<file path="config.mk">
export PLATFORM = sky130hd
export DESIGN_NAME = id_ex_operand_stage_flat
export DESIGN_NICKNAME = d
export VERILOG_FILES = /design/src/rtl/id_ex_operand_stage_pkg.sv /design/src/rtl/id_ex_operand_stage_if.sv /design/src/rtl/id_ex_operand_stage_fwd_mux.sv /design/src/rtl/id_ex_operand_stage.sv /design/src/flat_wrapper.sv
export SDC_FILE = /design/constraint.sdc
export NUM_CORES = 1
export LEC_CHECK = 0
export BUFFER_PORTS_ARGS = -buffer_cell sky130_fd_sc_hd__buf_2
export CAP_MARGIN = 10
export CELL_PAD_IN_SITES_DETAIL_PLACEMENT = 1
export CELL_PAD_IN_SITES_GLOBAL_PLACEMENT = 1
export CORE_MARGIN = 3
export CORE_UTILIZATION = 35
export CTS_BUF_LIST = sky130_fd_sc_hd__clkbuf_8
export DETAILED_ROUTE_END_ITERATION = 8
export PLACE_DENSITY = 0.76
export SLEW_MARGIN = 20
export SYNTH_ARGS = -nofsm -noshare
export SYNTH_HDL_FRONTEND = slang
export SYNTH_HIERARCHICAL = 1
export SYNTH_SLANG_ARGS = --single-unit
</file>
<file path="constraint.sdc">
create_clock -name clk -period 3.23 [get_ports clk]
set_input_delay 0.1615 -clock clk [delete_from_list [all_inputs] [get_ports clk]]
set_output_delay 0.1615 -clock clk [all_outputs]
set_load 0.03 [all_outputs]
</file>
<file path="src/rtl/id_ex_operand_stage_pkg.sv">
// Shared definitions for the ID/EX operand stage: widths, ALUOp encodings,
// the EX slot record, the bubble constant and the WB snoop helper.
package id_ex_operand_stage_pkg;

  // Datapath, register-address and ALUOp widths
  localparam int DW  = 32;
  localparam int AW  = 5;
  localparam int OPW = 3;

  // Register 0 is hard-wired to zero and is never forwarded or snooped
  localparam logic [AW-1:0] REG_ZERO = '0;

  // ALUOp encodings understood by the downstream alu
  typedef enum logic [OPW-1:0] {
    ALU_ADD = 3'd0,
    ALU_SUB = 3'd1,
    ALU_AND = 3'd2,
    ALU_OR  = 3'd3,
    ALU_XOR = 3'd4,
    ALU_SLT = 3'd5,
    ALU_SLL = 3'd6,
    ALU_SRL = 3'd7
  } alu_op_e;

  // Everything the EX slot remembers about one instruction
  typedef struct packed {
    logic           valid;
    logic [OPW-1:0] alu_op;
    logic [AW-1:0]  rs_addr;
    logic [AW-1:0]  rt_addr;
    logic [DW-1:0]  rs_data;
    logic [DW-1:0]  rt_data;
    logic [DW-1:0]  imm;
    logic           use_imm;
    logic [AW-1:0]  rd_addr;
    logic           reg_write;
  } ex_slot_t;

  // A bubble is simply the all-zero slot: not valid, no write-back
  localparam ex_slot_t EX_BUBBLE = '0;

  // Fold a same-cycle WB write into a register value about to be stored.
  // Address 0 is excluded so a stray WB to $zero can never corrupt it.
  function automatic logic [DW-1:0] wb_snoop(
    input logic [AW-1:0] addr,
    input logic [DW-1:0] data,
    input logic          wb_we,
    input logic [AW-1:0] wb_addr,
    input logic [DW-1:0] wb_data
  );
    if (wb_we && (addr != REG_ZERO) && (wb_addr == addr)) begin
      return wb_data;
    end
    return data;
  endfunction

endpackage

</file>
<file path="src/rtl/id_ex_operand_stage_if.sv">
// Bundle of every non-clock signal around the ID/EX operand stage.
// slave: the stage itself; master: whoever drives ID, MEM, WB and hazard control.
interface id_ex_operand_stage_if;
  import id_ex_operand_stage_pkg::*;

  // Hazard control
  logic           stall;
  logic           flush;

  // Decoded instruction from ID
  logic           id_valid;
  logic [OPW-1:0] id_alu_op;
  logic [AW-1:0]  id_rs_addr;
  logic [AW-1:0]  id_rt_addr;
  logic [DW-1:0]  id_rs_data;
  logic [DW-1:0]  id_rt_data;
  logic [DW-1:0]  id_imm;
  logic           id_use_imm;
  logic [AW-1:0]  id_rd_addr;
  logic           id_reg_write;

  // Forwarding sources from later stages
  logic           mem_reg_write;
  logic [AW-1:0]  mem_rd_addr;
  logic [DW-1:0]  mem_result;
  logic           wb_reg_write;
  logic [AW-1:0]  wb_rd_addr;
  logic [DW-1:0]  wb_result;

  // EX-side results
  logic [DW-1:0]  alu_a;
  logic [DW-1:0]  alu_b;
  logic [OPW-1:0] alu_op;
  logic [DW-1:0]  ex_rt_fwd;
  logic           ex_valid;
  logic [AW-1:0]  ex_rd_addr;
  logic           ex_reg_write;

  modport slave (
    input  stall, flush,
    input  id_valid, id_alu_op, id_rs_addr, id_rt_addr, id_rs_data, id_rt_data,
    input  id_imm, id_use_imm, id_rd_addr, id_reg_write,
    input  mem_reg_write, mem_rd_addr, mem_result,
    input  wb_reg_write, wb_rd_addr, wb_result,
    output alu_a, alu_b, alu_op, ex_rt_fwd, ex_valid, ex_rd_addr, ex_reg_write
  );

  modport master (
    output stall, flush,
    output id_valid, id_alu_op, id_rs_addr, id_rt_addr, id_rs_data, id_rt_data,
    output id_imm, id_use_imm, id_rd_addr, id_reg_write,
    output mem_reg_write, mem_rd_addr, mem_result,
    output wb_reg_write, wb_rd_addr, wb_result,
    input  alu_a, alu_b, alu_op, ex_rt_fwd, ex_valid, ex_rd_addr, ex_reg_write
  );

endinterface

</file>
<file path="src/rtl/id_ex_operand_stage_fwd_mux.sv">
// Combinational operand forwarding for one source register.
// Priority: $zero -> 0, then MEM result, then WB result, then the latched value.
// Kept standalone so the MEM-stage store-data path can reuse it.
module id_ex_operand_stage_fwd_mux
  import id_ex_operand_stage_pkg::*;
(
  input  logic [AW-1:0] i_addr,
  input  logic [DW-1:0] i_latched,
  input  logic          i_mem_we,
  input  logic [AW-1:0] i_mem_addr,
  input  logic [DW-1:0] i_mem_data,
  input  logic          i_wb_we,
  input  logic [AW-1:0] i_wb_addr,
  input  logic [DW-1:0] i_wb_data,
  output logic [DW-1:0] o_value
);

  logic w_mem_hit;
  logic w_wb_hit;

  assign w_mem_hit = i_mem_we && (i_mem_addr == i_addr);
  assign w_wb_hit  = i_wb_we  && (i_wb_addr  == i_addr);

  // Pick the youngest producer of the register; $zero always reads 0
  always_comb begin
    o_value = i_latched;
    if (i_addr == REG_ZERO) begin
      o_value = '0;
    end else if (w_mem_hit) begin
      o_value = i_mem_data;
    end else if (w_wb_hit) begin
      o_value = i_wb_data;
    end
  end

endmodule

</file>
<file path="src/rtl/id_ex_operand_stage.sv">
// ID/EX pipeline register with EX-side operand forwarding.
// Holds on stall, bubbles on flush (flush wins), and snoops WB on every
// non-flush edge so a held or freshly captured operand is never stale.
module id_ex_operand_stage
  import id_ex_operand_stage_pkg::*;
(
  input  logic                 clk,
  input  logic                 reset,
  id_ex_operand_stage_if.slave bus
);

  // Index 0 is rs (ALU A), index 1 is rt (ALU B / store data)
  localparam int NSRC = 2;

  ex_slot_t r_slot;
  ex_slot_t w_slot_next;

  logic [AW-1:0] w_id_addr     [NSRC];
  logic [DW-1:0] w_id_data     [NSRC];
  logic [AW-1:0] w_src_addr    [NSRC];
  logic [DW-1:0] w_src_latched [NSRC];
  logic [DW-1:0] w_load_data   [NSRC];
  logic [DW-1:0] w_hold_data   [NSRC];
  logic [DW-1:0] w_src_fwd     [NSRC];

  genvar gi;
  generate
    for (gi = 0; gi < NSRC; gi++) begin : g_src
      if (gi == 0) begin : g_rs
        assign w_id_addr[gi]     = bus.id_rs_addr;
        assign w_id_data[gi]     = bus.id_rs_data;
        assign w_src_addr[gi]    = r_slot.rs_addr;
        assign w_src_latched[gi] = r_slot.rs_data;
      end else begin : g_rt
        assign w_id_addr[gi]     = bus.id_rt_addr;
        assign w_id_data[gi]     = bus.id_rt_data;
        assign w_src_addr[gi]    = r_slot.rt_addr;
        assign w_src_latched[gi] = r_slot.rt_data;
      end

      // Load path: covers the GRF read-during-write case
      assign w_load_data[gi] = wb_snoop(w_id_addr[gi], w_id_data[gi],
                                        bus.wb_reg_write, bus.wb_rd_addr, bus.wb_result);

      // Hold path: WB retiring during a long stall refreshes the held copy
      assign w_hold_data[gi] = wb_snoop(w_src_addr[gi], w_src_latched[gi],
                                        bus.wb_reg_write, bus.wb_rd_addr, bus.wb_result);

      id_ex_operand_stage_fwd_mux u_fwd_mux (
        .i_addr     (w_src_addr[gi]),
        .i_latched  (w_src_latched[gi]),
        .i_mem_we   (bus.mem_reg_write),
        .i_mem_addr (bus.mem_rd_addr),
        .i_mem_data (bus.mem_result),
        .i_wb_we    (bus.wb_reg_write),
        .i_wb_addr  (bus.wb_rd_addr),
        .i_wb_data  (bus.wb_result),
        .o_value    (w_src_fwd[gi])
      );
    end
  endgenerate

  // Next slot contents: flush beats stall beats load
  always_comb begin
    w_slot_next = r_slot;
    if (bus.flush) begin
      w_slot_next = EX_BUBBLE;
    end else if (bus.stall) begin
      w_slot_next.rs_data = w_hold_data[0];
      w_slot_next.rt_data = w_hold_data[1];
    end else begin
      w_slot_next.valid     = bus.id_valid;
      w_slot_next.alu_op    = bus.id_alu_op;
      w_slot_next.rs_addr   = bus.id_rs_addr;
      w_slot_next.rt_addr   = bus.id_rt_addr;
      w_slot_next.rs_data   = w_load_data[0];
      w_slot_next.rt_data   = w_load_data[1];
      w_slot_next.imm       = bus.id_imm;
      w_slot_next.use_imm   = bus.id_use_imm;
      w_slot_next.rd_addr   = bus.id_rd_addr;
      w_slot_next.reg_write = bus.id_reg_write & bus.id_valid;
    end
  end

  // EX slot register; reset clears it immediately, discarding any held instruction
  always_ff @(posedge clk or posedge reset) begin
    if (reset) begin
      r_slot <= EX_BUBBLE;
    end else begin
      r_slot <= w_slot_next;
    end
  end

  assign bus.alu_a        = w_src_fwd[0];
  assign bus.alu_b        = r_slot.use_imm ? r_slot.imm : w_src_fwd[1];
  assign bus.ex_rt_fwd    = w_src_fwd[1];
  assign bus.alu_op       = r_slot.alu_op;
  assign bus.ex_valid     = r_slot.valid;
  assign bus.ex_rd_addr   = r_slot.rd_addr;
  assign bus.ex_reg_write = r_slot.reg_write & r_slot.valid;

endmodule

</file>
<file path="src/flat_wrapper.sv">
// flat-port wrapper written by rule: the top's interface ports become plain ports
module id_ex_operand_stage_flat import id_ex_operand_stage_pkg::*;
  (clk, reset, bus_stall, bus_flush, bus_id_valid, bus_id_alu_op, bus_id_rs_addr, bus_id_rt_addr, bus_id_rs_data, bus_id_rt_data, bus_id_imm, bus_id_use_imm, bus_id_rd_addr, bus_id_reg_write, bus_mem_reg_write, bus_mem_rd_addr, bus_mem_result, bus_wb_reg_write, bus_wb_rd_addr, bus_wb_result, bus_alu_a, bus_alu_b, bus_alu_op, bus_ex_rt_fwd, bus_ex_valid, bus_ex_rd_addr, bus_ex_reg_write);
  id_ex_operand_stage_if bus_i ();
  input  logic clk;
  input  logic reset;
  input wire logic [$bits(bus_i.stall)-1:0] bus_stall;
  input wire logic [$bits(bus_i.flush)-1:0] bus_flush;
  input wire logic [$bits(bus_i.id_valid)-1:0] bus_id_valid;
  input wire logic [$bits(bus_i.id_alu_op)-1:0] bus_id_alu_op;
  input wire logic [$bits(bus_i.id_rs_addr)-1:0] bus_id_rs_addr;
  input wire logic [$bits(bus_i.id_rt_addr)-1:0] bus_id_rt_addr;
  input wire logic [$bits(bus_i.id_rs_data)-1:0] bus_id_rs_data;
  input wire logic [$bits(bus_i.id_rt_data)-1:0] bus_id_rt_data;
  input wire logic [$bits(bus_i.id_imm)-1:0] bus_id_imm;
  input wire logic [$bits(bus_i.id_use_imm)-1:0] bus_id_use_imm;
  input wire logic [$bits(bus_i.id_rd_addr)-1:0] bus_id_rd_addr;
  input wire logic [$bits(bus_i.id_reg_write)-1:0] bus_id_reg_write;
  input wire logic [$bits(bus_i.mem_reg_write)-1:0] bus_mem_reg_write;
  input wire logic [$bits(bus_i.mem_rd_addr)-1:0] bus_mem_rd_addr;
  input wire logic [$bits(bus_i.mem_result)-1:0] bus_mem_result;
  input wire logic [$bits(bus_i.wb_reg_write)-1:0] bus_wb_reg_write;
  input wire logic [$bits(bus_i.wb_rd_addr)-1:0] bus_wb_rd_addr;
  input wire logic [$bits(bus_i.wb_result)-1:0] bus_wb_result;
  output wire logic [$bits(bus_i.alu_a)-1:0] bus_alu_a;
  output wire logic [$bits(bus_i.alu_b)-1:0] bus_alu_b;
  output wire logic [$bits(bus_i.alu_op)-1:0] bus_alu_op;
  output wire logic [$bits(bus_i.ex_rt_fwd)-1:0] bus_ex_rt_fwd;
  output wire logic [$bits(bus_i.ex_valid)-1:0] bus_ex_valid;
  output wire logic [$bits(bus_i.ex_rd_addr)-1:0] bus_ex_rd_addr;
  output wire logic [$bits(bus_i.ex_reg_write)-1:0] bus_ex_reg_write;
  assign bus_i.stall = bus_stall;
  assign bus_i.flush = bus_flush;
  assign bus_i.id_valid = bus_id_valid;
  assign bus_i.id_alu_op = bus_id_alu_op;
  assign bus_i.id_rs_addr = bus_id_rs_addr;
  assign bus_i.id_rt_addr = bus_id_rt_addr;
  assign bus_i.id_rs_data = bus_id_rs_data;
  assign bus_i.id_rt_data = bus_id_rt_data;
  assign bus_i.id_imm = bus_id_imm;
  assign bus_i.id_use_imm = bus_id_use_imm;
  assign bus_i.id_rd_addr = bus_id_rd_addr;
  assign bus_i.id_reg_write = bus_id_reg_write;
  assign bus_i.mem_reg_write = bus_mem_reg_write;
  assign bus_i.mem_rd_addr = bus_mem_rd_addr;
  assign bus_i.mem_result = bus_mem_result;
  assign bus_i.wb_reg_write = bus_wb_reg_write;
  assign bus_i.wb_rd_addr = bus_wb_rd_addr;
  assign bus_i.wb_result = bus_wb_result;
  assign bus_alu_a = bus_i.alu_a;
  assign bus_alu_b = bus_i.alu_b;
  assign bus_alu_op = bus_i.alu_op;
  assign bus_ex_rt_fwd = bus_i.ex_rt_fwd;
  assign bus_ex_valid = bus_i.ex_valid;
  assign bus_ex_rd_addr = bus_i.ex_rd_addr;
  assign bus_ex_reg_write = bus_i.ex_reg_write;
  id_ex_operand_stage u_core (.clk(clk), .reset(reset), .bus(bus_i));
endmodule
</file>
; After elaboration in Yosys (flattened, before gate mapping)
; Cells that the tools add are included.
; W data, S select, Z words.
[word_totals]
register_bits = 117
in_bits = 197
output_inout_bits = 106
word_cells = 62
[op_classes]
eq_ne = 9
muxes = 23
bitwise_logic = 2
reduce_logical = 18
[ops]
columns = cell, n
row1 = $mux W32, 15
row2 = $mux W117, 1
row3 = $mux W64, 1
row4 = $mux W39, 1
row5 = $eq A5 B5 Y1, 6
row6 = $reduce_bool A5 Y1, 4
row7 = $mux W14, 1
row8 = $logic_and A1 B1 Y1, 12
row9 = $logic_not A5 Y1, 2
row10 = $ne A3 B1 Y1 const B, 2
row11 = $mux W1, 4
row12 = $and A1 B1 Y1, 2
row13 = $ne A2 B1 Y1 const B, 1

; Logic depth before layout (Yosys ltp)
; Gate-level depths: netlist of the first run.
[logic_depth]
ltp_word = 7
ltp_mapped = 7
mapped_depth_nobuf = 5

; Modules after synthesis
; Netlist of the first run, hierarchy kept.
[by_module_without_submodules]
columns = mod, n_inst, cells_per_inst, area_each_um2, seq_area_each_um2
row1 = id_ex_operand_stage, 1, 738, 6740.2, 2927.8
row2 = id_ex_operand_stage_fwd_mux, 2, 196, 1253.7, 0.0

; Worst setup path after synthesis of the first run
; OpenSTA, ideal clock, no wires.
[synth_timing]
kind = register to output
start = register u_core/r_slot[106] (netlist name)
end = output bus_alu_b[29]
arrival_time_ns = 2.531
required_ns = 3.069
setup_slack_ns = 0.537
stages_incl_launch_ff = 7
path_buffers = 1
cell_sequence = dfrtp_1 xnor2_1 nand4_1 or2_1 clkbuf_1 a311oi_1 mux2_2
[synth_between]
elab_chain_len = 6
elab_cells_between_ends = 9
classes_between = eq/ne: 2 / mux: 4 / reduce/logical: 3
[synth_lines]
columns = element, line_no
row1 = "start, declared", id_ex_operand_stage.sv:15  ; ex_slot_t r_slot;
row2 = "start signal, assigned", id_ex_operand_stage.sv:90  ; r_slot <= w_slot_next;
row3 = $eq A5 B5 Y1, id_ex_operand_stage_fwd_mux.sv:22  ; assign w_wb_hit = i_wb_we && (i_wb_addr == i_addr);
row4 = $logic_and A1 B1 Y1, id_ex_operand_stage_fwd_mux.sv:22
row5 = $mux W32, id_ex_operand_stage_fwd_mux.sv:31  ; end else if (w_wb_hit) begin
row6 = $mux W32, id_ex_operand_stage_fwd_mux.sv:29  ; end else if (w_mem_hit) begin
row7 = $mux W32 (*), id_ex_operand_stage_fwd_mux.sv:27  ; if (i_addr == REG_ZERO) begin
row8 = via bus_ex_rt_fwd[29], flat_wrapper.sv:28  ; output wire logic [$bits(bus_i.ex_rt_fwd)-1:0] bus_ex_rt_fwd;
row9 = $mux W32 (*), id_ex_operand_stage.sv:95  ; assign bus.alu_b = r_slot.use_imm ? r_slot.imm : w_src_fwd[1];
row10 = "end, declared", flat_wrapper.sv:26  ; output wire logic [$bits(bus_i.alu_b)-1:0] bus_alu_b;
; The timed path passes the listed nets; every way through them passes the cells marked *.

; Worst setup path after layout of the first run
[layout_timing]
start = register u_core/r_slot[103] (netlist name)
end = output bus_alu_b[31]
[layout_between]
elab_chain_len = 6
elab_cells_between_ends = 9
classes_between = eq/ne: 2 / mux: 4 / reduce/logical: 3
[layout_lines]
columns = element, line_no
row1 = $eq A5 B5 Y1, id_ex_operand_stage_fwd_mux.sv:22
row2 = $logic_and A1 B1 Y1, id_ex_operand_stage_fwd_mux.sv:22
row3 = $mux W32, id_ex_operand_stage_fwd_mux.sv:31
row4 = $mux W32, id_ex_operand_stage_fwd_mux.sv:29
row5 = $mux W32 (*), id_ex_operand_stage_fwd_mux.sv:27
row6 = $mux W32 (*), id_ex_operand_stage.sv:95
; Mark *: on every way between the ends. The rest lies on a longest branch, timed or not.

==> qor.tcl, run 1 <==
set qor(cts_tree) {yes}
set qor(cp-start-kind) {flop}
set qor(synth_area_leaders) {sky130_fd_sc_hd__dfrtp_1 (32%), sky130_fd_sc_hd__o21ai_0 (6.8%), sky130_fd_sc_hd__mux2i_1 (5.5%)}
set qor(area_growth_pct) 29.3
set qor(slew_headroom) 0.419
set qor(floorplan.io_pins) 303
set qor(detail_route.wirelength_um) 44900
set qor(die_height_um) 169
set qor(detailroute.via_count) 10793
set qor(syn-cell-area_mm2) 0.00925
set qor(synth-async-reset-ratio) 1.00
set qor(ff2ff_path_depth) 7
set qor(antenna_found_initial) 14
set qor(worstSetupPathType) {flop to output pin}
set qor(synth-edff-count) 0
set qor(dr.first_iter.drc_count) 987
set qor(regToRegSetupSlack_ps) 850
set qor(ctsRootBufferMaster) {sky130_fd_sc_hd__clkbuf_8}
set qor(clkLatencyLatePin_ps) 460
set qor(synth.lib_cells_used.distinct) 44
set qor(power.density_mw_per_mm2) 394
set qor(floorplan.die_area_mm2) 0.0284
set qor(number_of_endpoints_failing_setup_at_the_final_stage) 0
set qor(final-hold-violation-count) 0
set qor(vdd.ir_drop.worst_mv) 0.236
set qor(power_leakage_nw) 5.15
set qor(drive_above_1_share) 0.311
set qor(post_route_drc) 0
set qor(comb_power_share) 0.372
set qor(width_of_the_chip_um) 169
set qor(cp_data_arrival_time_ps) 3010
set qor(cts_max_path_buffers) 2
set qor(worstHoldPathType) {input pin to flop}
set qor(cts.repair_timing.setup_buffer_count) 0
set qor(finClkSkew_ps) 11.1
set qor(yosysWarningCount) 6
set qor(grt_first_pass_wirelength_um) 67600
set qor(period_minus_slack_ps) 3170
set qor(period_share) 0.981
set qor(clock_sinks) 117
set qor(worstPathRequired_ps) 3070
set qor(net-switching-power_w) 0.00201
set qor(groute.usage.overall) 0.306
set qor(p_seq_frac) 0.354
set qor(crit_path_launch) {u_core/r_slot[103]}
set qor(regToRegEndpoint) {u_core/r_slot[80]}
set qor(max_clock_freq_ghz) 0.316
set qor(port-buffer-count) 302
set qor(cap_violations) 0
set qor(routabilityCongestion) 0.909
set qor(ant_nets) 0
set qor(timing.critical_path.to_type) {output pin}
set qor(timing.critical_path.fanout_max) 50
set qor(syn_nets) 1327
set qor(outcome) {finished, final reports clean}
set qor(yosys_most_used_dff) {sky130_fd_sc_hd__dfrtp_1}
set qor(reg_clk_slew_reported_paths_ps) 90
set qor(clkPwrFrac) 0.274
set qor(count_of_h_tree_levels_built_during_cts) 4
set qor(p_int_w) 0.00271
set qor(final_cell_count_no_fill) 1751
set qor(worstMarginPinSlew_ps) 872
set qor(fillers) 3164
set qor(report.final.slew_viol_count) 0
set qor(rr_startpoint) {u_core/r_slot[108]}
set qor(post-synth-top-area-cell) {sky130_fd_sc_hd__dfrtp_1}
set qor(grt_pass1_vias) 10989
set qor(num-nets-final) 1600
set qor(syn_avg_cell_area_um2) 8.18
set qor(multi_input_area_mm2) 0.00583
set qor(place.detailed.instances) 1655
set qor(netlist.area_leader.share) 0.317
set qor(cts_buffers) 17
set qor(synth-seq-area-share) 0.317
set qor(num_rows) 58
set qor(effective_utilization_at_floorplan) 0.362
set qor(final-seq-area_mm2) 0.00293
set qor(hpwlAfterDp_um) 30700
set qor(swShare) 0.426
set qor(synthesis.instances) 1130
set qor(routed_wire_length_per_instance_um) 25.6
set qor(fp.coreArea_mm2) 0.0255
set qor(fin_util) 0.468
set qor(min_path_cells) 3
set qor(timing.critical_path.to) {bus_alu_b[31]}
set qor(grt_start_max_net_pins) 118
set qor(ys_seq_elements) 117
set qor(grt.overflow.total) 0
set qor(drt-vias-per-instance) 6.16
set qor(first_pass_iters) 5
## per-layer routing
metal	share of wire	wire, um	track usage
met1	0.40	18100	0.381
met2	0.47	21200	0.501
met3	0.075	3350	0.0722
met4	0.048	2170	0.145
met5	0.0024	106	0
## how the worst min path moves through the flow
stage                                   from                       end  slack [ps]
after global routing      bus_id_rs_data[27]         u_core/r_slot[98]          30
after CTS                 bus_id_rs_data[30]        u_core/r_slot[101]         0.2
after global placement     bus_id_rd_addr[3]  u_core/bus.ex_rd_addr[3]         400
after floorplan             bus_id_alu_op[0]      u_core/bus.alu_op[0]         310
final                      bus_id_rs_addr[1]        u_core/r_slot[109]          20
after detailed placement    bus_id_alu_op[2]      u_core/bus.alu_op[2]         410
## synthesized netlist by cell type, types with 3 or more instances
cell	instances
sky130_fd_sc_hd__buf_2	30
sky130_fd_sc_hd__nor2_1	70
sky130_fd_sc_hd__nor4_1	3
sky130_fd_sc_hd__mux2i_1	51
sky130_fd_sc_hd__xor2_1	13
sky130_fd_sc_hd__and2_1	3
sky130_fd_sc_hd__nor3_1	67
sky130_fd_sc_hd__or2_1	3
sky130_fd_sc_hd__buf_4	8
sky130_fd_sc_hd__o21ai_0	125
sky130_fd_sc_hd__inv_1	3
sky130_fd_sc_hd__dfrtp_1	117
sky130_fd_sc_hd__a221oi_1	28
sky130_fd_sc_hd__o21ai_1	10
sky130_fd_sc_hd__a21oi_1	4
sky130_fd_sc_hd__nand2_1	113
sky130_fd_sc_hd__o22a_1	36
sky130_fd_sc_hd__a31oi_1	56
sky130_fd_sc_hd__mux2_2	32
sky130_fd_sc_hd__clkbuf_1	95
sky130_fd_sc_hd__nand4_1	32
sky130_fd_sc_hd__or4_1	3
sky130_fd_sc_hd__a211oi_1	41
sky130_fd_sc_hd__a311oi_2	20
sky130_fd_sc_hd__xnor2_1	21
sky130_fd_sc_hd__nor2b_1	7
sky130_fd_sc_hd__nand3_1	38
sky130_fd_sc_hd__nor3b_1	20
sky130_fd_sc_hd__o21bai_1	22
sky130_fd_sc_hd__a21boi_0	17
sky130_fd_sc_hd__a311oi_1	21
sky130_fd_sc_hd__a22oi_1	4
## layout make-up
cell class	count	share of cell area
multi-input combinational	871	0.487
sequential	117	0.245
timing repair buffer	392	0.201
tap	330	0.0345
clock buffer	17	0.0196
clock inverter	15	0.0102
inverter	4	0.00157
antenna	5	0.00105
## per-stage QoR
stage	TNS [ps]	instance area (um2)	worst slack (ps)	total power, W	hold WS, ps
after floorplan	0	9250	537	0.00270	315
after global placement	0	11000	504	0.00332	400
after detailed placement	0	11000	429	0.00335	411
after CTS	0	11900	85.7	0.00471	0.235
after global routing	-5.03	12000	-4.33	0.00492	33.5
final	0	12000	61.1	0.00472	24.0
## logic make-up (layout without fill, tap and decap cells)
kind of cell / after synthesis / after routing / synth area share
mux: 83 / 83 / 0.0942
buf+inv: 142 / 428 / 0.0667
flops: 117 / 117 / 0.317
compound gates: 387 / 387 / 0.299
xor+xnor: 36 / 36 / 0.0357
other cells: 0 / 5 / 0
simple gates: 365 / 365 / 0.188
## layout by cell type, fill, tap and decap left out, types with 10 or more instances in the layout
cell,count
sky130_fd_sc_hd__buf_2,300
sky130_fd_sc_hd__o21ai_1,10
sky130_fd_sc_hd__nand2_1,111
sky130_fd_sc_hd__a31oi_1,56
sky130_fd_sc_hd__xor2_1,13
sky130_fd_sc_hd__buf_4,28
sky130_fd_sc_hd__mux2i_1,51
sky130_fd_sc_hd__nor2_1,68
sky130_fd_sc_hd__a211oi_1,39
sky130_fd_sc_hd__nand3_1,38
sky130_fd_sc_hd__a311oi_2,23
sky130_fd_sc_hd__dfrtp_1,116
sky130_fd_sc_hd__a21boi_0,17
sky130_fd_sc_hd__o21ai_0,125
sky130_fd_sc_hd__mux2_2,32
sky130_fd_sc_hd__nand4_1,32
sky130_fd_sc_hd__a311oi_1,16
sky130_fd_sc_hd__o22a_1,36
sky130_fd_sc_hd__dlygate4sd3_1,59
sky130_fd_sc_hd__xnor2_1,21
sky130_fd_sc_hd__clkbuf_8,17
sky130_fd_sc_hd__nor3b_1,20
sky130_fd_sc_hd__nor3_1,66
sky130_fd_sc_hd__o21bai_1,22
sky130_fd_sc_hd__a221oi_1,28
## power by group through the flow
stage,Clock [W],Sequential (W),Combinational [W]
global route,0.00138,0.00168,0.00187
detailed placement,0,0.00169,0.00166
floorplan,0,0.00165,0.00105
CTS,0.00132,0.00166,0.00173
global placement,0,0.00169,0.00163
finish,0.00129,0.00167,0.00175
## state kept, by name, indices dropped and copies added, names as in the netlist
| signal | cells |
|---|---|
| u_core/bus.ex_valid | 1 |
| u_core/bus.alu_op | 3 |
| u_core/bus.ex_rd_addr | 5 |
| u_core/r_slot | 108 |
## worst max-delay path, stage by stage (launching register included)
cell and delay [ps]:
sky130_fd_sc_hd__dfrtp_1 500, sky130_fd_sc_hd__xnor2_1 280, sky130_fd_sc_hd__nand4_1 260, sky130_fd_sc_hd__buf_12 270, sky130_fd_sc_hd__o22a_1 230, sky130_fd_sc_hd__a211oi_1 540
sky130_fd_sc_hd__mux2_2 270, sky130_fd_sc_hd__buf_2 200
## what timing repair did
action	in CTS	in global routing
pin swaps	0	0
resized for setup	5	4
hold endpoints to repair	175	0
hold buffers	59	0
setup endpoints to repair	4	6
(Power assumes the default switching activity.)
==> inputs of run 2 (changes only) <==
--- a/config.mk
+++ b/config.mk
@@ -5,15 +5,16 @@
 export SDC_FILE = /design/constraint.sdc
 export NUM_CORES = 1
 export LEC_CHECK = 0
+export ABC_AREA = 1
 export BUFFER_PORTS_ARGS = -buffer_cell sky130_fd_sc_hd__buf_2
 export CAP_MARGIN = 10
 export CELL_PAD_IN_SITES_DETAIL_PLACEMENT = 1
 export CELL_PAD_IN_SITES_GLOBAL_PLACEMENT = 1
 export CORE_MARGIN = 3
-export CORE_UTILIZATION = 35
+export CORE_UTILIZATION = 32
 export CTS_BUF_LIST = sky130_fd_sc_hd__clkbuf_8
 export DETAILED_ROUTE_END_ITERATION = 8
-export PLACE_DENSITY = 0.76
+export PLACE_DENSITY = 0.75
 export SLEW_MARGIN = 20
 export SYNTH_ARGS = -nofsm -noshare
 export SYNTH_HDL_FRONTEND = slang
==> run 2 against run 1 <==
Wire length shrank 3.2%. Combinational power shrank 3%. Register-to-register slack lost 20 ps. Critical path depth grew 3. Largest power group unchanged.
==> qor.tcl, run 2 <==
set qor(post_route_drc) 0 ;# unchanged
set qor(rr_startpoint) {u_core/r_slot[108]} ;# unchanged
set qor(cp_data_arrival_time_ps) 2890 ;# was 3010 ps
set qor(finClkSkew_ps) 18.4 ;# was 11.1 ps
set qor(ctsRootBufferMaster) {sky130_fd_sc_hd__clkbuf_8} ;# unchanged
set qor(vdd.ir_drop.worst_mv) 0.221 ;# was 0.236 mV
set qor(first_pass_iters) 7 ;# was 5
set qor(min_path_cells) 3 ;# unchanged
set qor(fin_total_pwr_w) 0.00491 ;# was 0.00472 W
set qor(synth-seq-area-share) 0.312 ;# was 0.317
set qor(p_int_w) 0.00293 ;# was 0.00271 W
set qor(syn_nets) 1731 ;# was 1,327
set qor(clkPwrFrac) 0.318 ;# was 0.274
set qor(crit_path_launch) {u_core/r_slot[103]} ;# unchanged
set qor(ff2ff_path_depth) 10 ;# was 7
set qor(final-hold-violation-count) 0 ;# unchanged
set qor(power.density_mw_per_mm2) 412 ;# was 394 mW/mm2
set qor(netlist.area_leader.share) 0.312 ;# was 0.317
set qor(drt-vias-per-instance) 5.15 ;# was 6.16
set qor(final_cell_count_no_fill) 2224 ;# was 1,751
set qor(number_of_endpoints_failing_setup_at_the_final_stage) 0 ;# unchanged
set qor(cts_tree) {yes} ;# unchanged
set qor(synth.lib_cells_used.distinct) 25 ;# was 44
set qor(cap_violations) 0 ;# unchanged
set qor(regToRegSetupSlack_ps) 830 ;# was 850 ps
set qor(final-seq-area_mm2) 0.00293 ;# about the same
set qor(multi_input_area_mm2) 0.00496 ;# was 0.00583 mm2
set qor(grt_setup_unrepaired) {false}
set qor(ys_seq_elements) 117 ;# unchanged
set qor(cp-start-kind) {flop} ;# unchanged
set qor(grt.overflow.total) 0 ;# unchanged
set qor(dr.first_iter.drc_count) 947 ;# was 987
set qor(comb_power_share) 0.346 ;# was 0.372
set qor(clkLatencyLatePin_ps) 450 ;# was 460 ps
set qor(swShare) 0.403 ;# was 0.426
set qor(ant_nets) 0 ;# unchanged
set qor(floorplan.die_area_mm2) 0.0314 ;# was 0.0284 mm2
set qor(timing.critical_path.to) {bus_alu_b[31]} ;# unchanged
set qor(floorplan.io_pins) 303 ;# unchanged
set qor(report.final.slew_viol_count) 0 ;# unchanged
set qor(detail_route.wirelength_um) 43400 ;# was 44,900 um
set qor(hpwlAfterDp_um) 31100 ;# was 30,700 um
set qor(fin_util) 0.414 ;# was 0.468
set qor(outcome) {finished, final reports clean} ;# unchanged
set qor(area_growth_pct) 27.0 ;# was 29.3%
set qor(worstHoldPathType) {input pin to flop} ;# unchanged
set qor(max_clock_freq_ghz) 0.328 ;# was 0.316 GHz
set qor(die_height_um) 177 ;# was 169 um
set qor(regToRegEndpoint) {u_core/r_slot[72]} ;# was u_core/r_slot[80]
set qor(p_seq_frac) 0.336 ;# was 0.354
set qor(timing.critical_path.fanout_max) 20 ;# was 50
set qor(layout_common_cells) {sky130_fd_sc_hd__nand2_1 (562), sky130_fd_sc_hd__buf_2 (302), sky130_fd_sc_hd__inv_1 (229), sky130_fd_sc_hd__nand3_1 (176), sky130_fd_sc_hd__dfrtp_1 (117)} ;# was sky130_fd_sc_hd__buf_2 (300), sky130_fd_sc_hd__o21ai_0 (125), sky130_fd_sc_hd__dfrtp_1 (116), sky130_fd_sc_hd__nand2_1 (111), sky130_fd_sc_hd__nor2_1 (68)
set qor(cts_buffers) 17 ;# unchanged
set qor(fp.coreArea_mm2) 0.0288 ;# was 0.0255 mm2
set qor(antenna_found_initial) 5 ;# was 14
set qor(yosys_most_used_dff) {sky130_fd_sc_hd__dfrtp_1} ;# unchanged
set qor(routed_wire_length_per_instance_um) 19.5 ;# was 25.6 um
set qor(syn-cell-area_mm2) 0.00938 ;# was 0.00925 mm2
set qor(largest_register_ffs) 108 ;# unchanged
set qor(worstPathRequired_ps) 3070 ;# about the same
set qor(synthesis.instances) 1534 ;# was 1,130
set qor(layout.cells.most_common) {sky130_fd_sc_hd__nand2_1} ;# was sky130_fd_sc_hd__buf_2
set qor(syn_avg_cell_area_um2) 6.11 ;# was 8.18 um2
set qor(width_of_the_chip_um) 177 ;# was 169 um
set qor(fillers) 3944 ;# was 3,164
set qor(clock_sinks) 117 ;# unchanged
set qor(reg_clk_slew_reported_paths_ps) 90 ;# about the same
set qor(count_of_h_tree_levels_built_during_cts) 4 ;# unchanged
set qor(effective_utilization_at_floorplan) 0.326 ;# was 0.362
set qor(detailroute.via_count) 11463 ;# was 10,793
set qor(setup-tns-final_ps) 0 ;# unchanged
set qor(synth_area_leaders) {sky130_fd_sc_hd__dfrtp_1 (31%), sky130_fd_sc_hd__nand2_1 (22%), sky130_fd_sc_hd__nand3_1 (9.4%)} ;# was sky130_fd_sc_hd__dfrtp_1 (32%), sky130_fd_sc_hd__o21ai_0 (6.8%), sky130_fd_sc_hd__mux2i_1 (5.5%)
set qor(period_share) 0.945 ;# was 0.981
set qor(grt_pass1_vias) 11751 ;# was 10,989
set qor(timing.critical_path.to_type) {output pin} ;# unchanged
set qor(synth.most_common_cell) {sky130_fd_sc_hd__nand2_1} ;# was sky130_fd_sc_hd__o21ai_0
set qor(groute.usage.overall) 0.270 ;# was 0.306
set qor(worstMarginPinSlew_ps) 1010 ;# was 872 ps
set qor(fin_worst_hold_slack_ps) 30.9 ;# was 24.0 ps
set qor(post-synth-top-area-cell) {sky130_fd_sc_hd__dfrtp_1} ;# unchanged
set qor(grt_first_pass_wirelength_um) 66300 ;# was 67,600 um
set qor(place.detailed.instances) 2143 ;# was 1,655
set qor(net-switching-power_w) 0.00198 ;# was 0.00201 W
set qor(worstSetupPathType) {flop to output pin} ;# unchanged
set qor(port-buffer-count) 302 ;# unchanged
set qor(drive_above_1_share) 0.248 ;# was 0.311
set qor(yosys-top-cells-count) {sky130_fd_sc_hd__nand2_1 (562), sky130_fd_sc_hd__inv_1 (229), sky130_fd_sc_hd__nand3_1 (176), sky130_fd_sc_hd__dfrtp_1 (117), sky130_fd_sc_hd__nor2_1 (113)} ;# was sky130_fd_sc_hd__o21ai_0 (125), sky130_fd_sc_hd__dfrtp_1 (117), sky130_fd_sc_hd__nand2_1 (113), sky130_fd_sc_hd__clkbuf_1 (95), sky130_fd_sc_hd__nor2_1 (70)
set qor(power_leakage_nw) 7.16 ;# was 5.15 nW
set qor(cts_max_path_buffers) 2 ;# unchanged
set qor(period_minus_slack_ps) 3050 ;# was 3170 ps
set qor(routabilityCongestion) 0.886 ;# was 0.909
set qor(yosysWarningCount) 6 ;# unchanged
set qor(synth-async-reset-ratio) 1.00 ;# unchanged
set qor(num-nets-final) 2023 ;# was 1,600
set qor(synth-edff-count) 0 ;# unchanged
set qor(hold_path_startpoint) {bus_id_rs_addr[3]} ;# was bus_id_rs_addr[1]
set qor(slew_headroom) 0.327 ;# was 0.419
set qor(num_rows) 62 ;# was 58
set qor(grt_start_max_net_pins) 118 ;# unchanged
set qor(largest-register) {u_core/r_slot} ;# unchanged
## run 2: changes by cell type after synthesis, moves of 36 or more
cell	change
sky130_fd_sc_hd__nand2_1	+449
sky130_fd_sc_hd__inv_1	+226
sky130_fd_sc_hd__nand3_1	+138
sky130_fd_sc_hd__o21ai_0	-79
sky130_fd_sc_hd__nor3_1	-67
sky130_fd_sc_hd__clkbuf_1	-66
sky130_fd_sc_hd__a31oi_1	-56
sky130_fd_sc_hd__mux2i_1	-51
sky130_fd_sc_hd__nor2_1	+43
sky130_fd_sc_hd__nor2_2	+43
sky130_fd_sc_hd__a211oi_1	-41
sky130_fd_sc_hd__o22a_1	-36
## run 2: worst max-delay path: stages (launching register included)
cell and delay (ps):
sky130_fd_sc_hd__dfrtp_1 540, sky130_fd_sc_hd__nor2_1 140, sky130_fd_sc_hd__nor2_4 480, sky130_fd_sc_hd__buf_4 340
sky130_fd_sc_hd__nand4_1 120, sky130_fd_sc_hd__nand3_1 90, sky130_fd_sc_hd__nand2_1 100, sky130_fd_sc_hd__inv_1 100
sky130_fd_sc_hd__nand2_1 80, sky130_fd_sc_hd__o21ai_0 170, sky130_fd_sc_hd__buf_2 250
## run 2: layer usage
| metal | global-route usage | part of all wire | vias up |
|---|---|---|---|
| met5 | 0 | 0.0011 | - |
| met4 | 0.0805 | 0.024 | 8 |
| met3 | 0.0491 | 0.073 | 72 |
| met2 | 0.460 | 0.48 | 484 |
| met1 | 0.348 | 0.42 | 5607 |
| li1 | - | - | 5292 |
## run 2: through the flow
step                      area [um2]  setup slack (ps)
after floorplan                 9380              1290
after global placement         11000               734
after detailed placement       11000               652
after CTS                      11900               138
after global routing           11900              27.8
final                          11900               179
## run 2: layout make-up
type	count	share of cell area
flip-flops and latches	117	0.246
well taps	384	0.0403
multi-input cells	1074	0.416
repair buffers	372	0.183
clock inverters	15	0.0172
diodes	1	0.000210
clock buffers	17	0.0196
inverters	244	0.0772
## run 2: timing repair
item | 4_1_cts | 5_1_grt
endpoints found under the hold margin | 163 | 0
setup endpoints to repair | 0 | 13
hold buffers | 47 | 0
resized for setup | 0 | 2
buffers inserted | 0 | 0
## run 2: worst min-delay path by stage
| stage | end | slack [ps] |
|---|---|---|
| after floorplan | u_core/bus.alu_op[2] | 280 |
| after global placement | u_core/bus.ex_rd_addr[0] | 370 |
| after detailed placement | u_core/bus.ex_rd_addr[3] | 380 |
| after CTS | u_core/r_slot[111] | 1 |
| after global routing | u_core/r_slot[107] | 10 |
| final | u_core/r_slot[111] | 30 |
## run 2: power by group through the flow
| stage | Combinational, W | Sequential, W | Clock (W) |
|---|---|---|---|
| global route | 0.00184 | 0.00166 | 0.00166 |
| CTS | 0.00168 | 0.00165 | 0.00159 |
| global placement | 0.00161 | 0.00167 | 0 |
| floorplan | 0.00105 | 0.00165 | 0 |
| detailed placement | 0.00163 | 0.00167 | 0 |
| finish | 0.00170 | 0.00165 | 0.00156 |
## run 2: cells by family (layout without fill, tap and decap cells)
family,after synthesis,in the layout,share of synthesized area
AO/OA/AOI/OAI,72,72,0.0395
XOR/XNOR,2,2,0.00187
buffers and inverters,344,648,0.162
flip-flops,117,117,0.312
other,0,1,0
AND/OR/NAND/NOR,999,1000,0.484
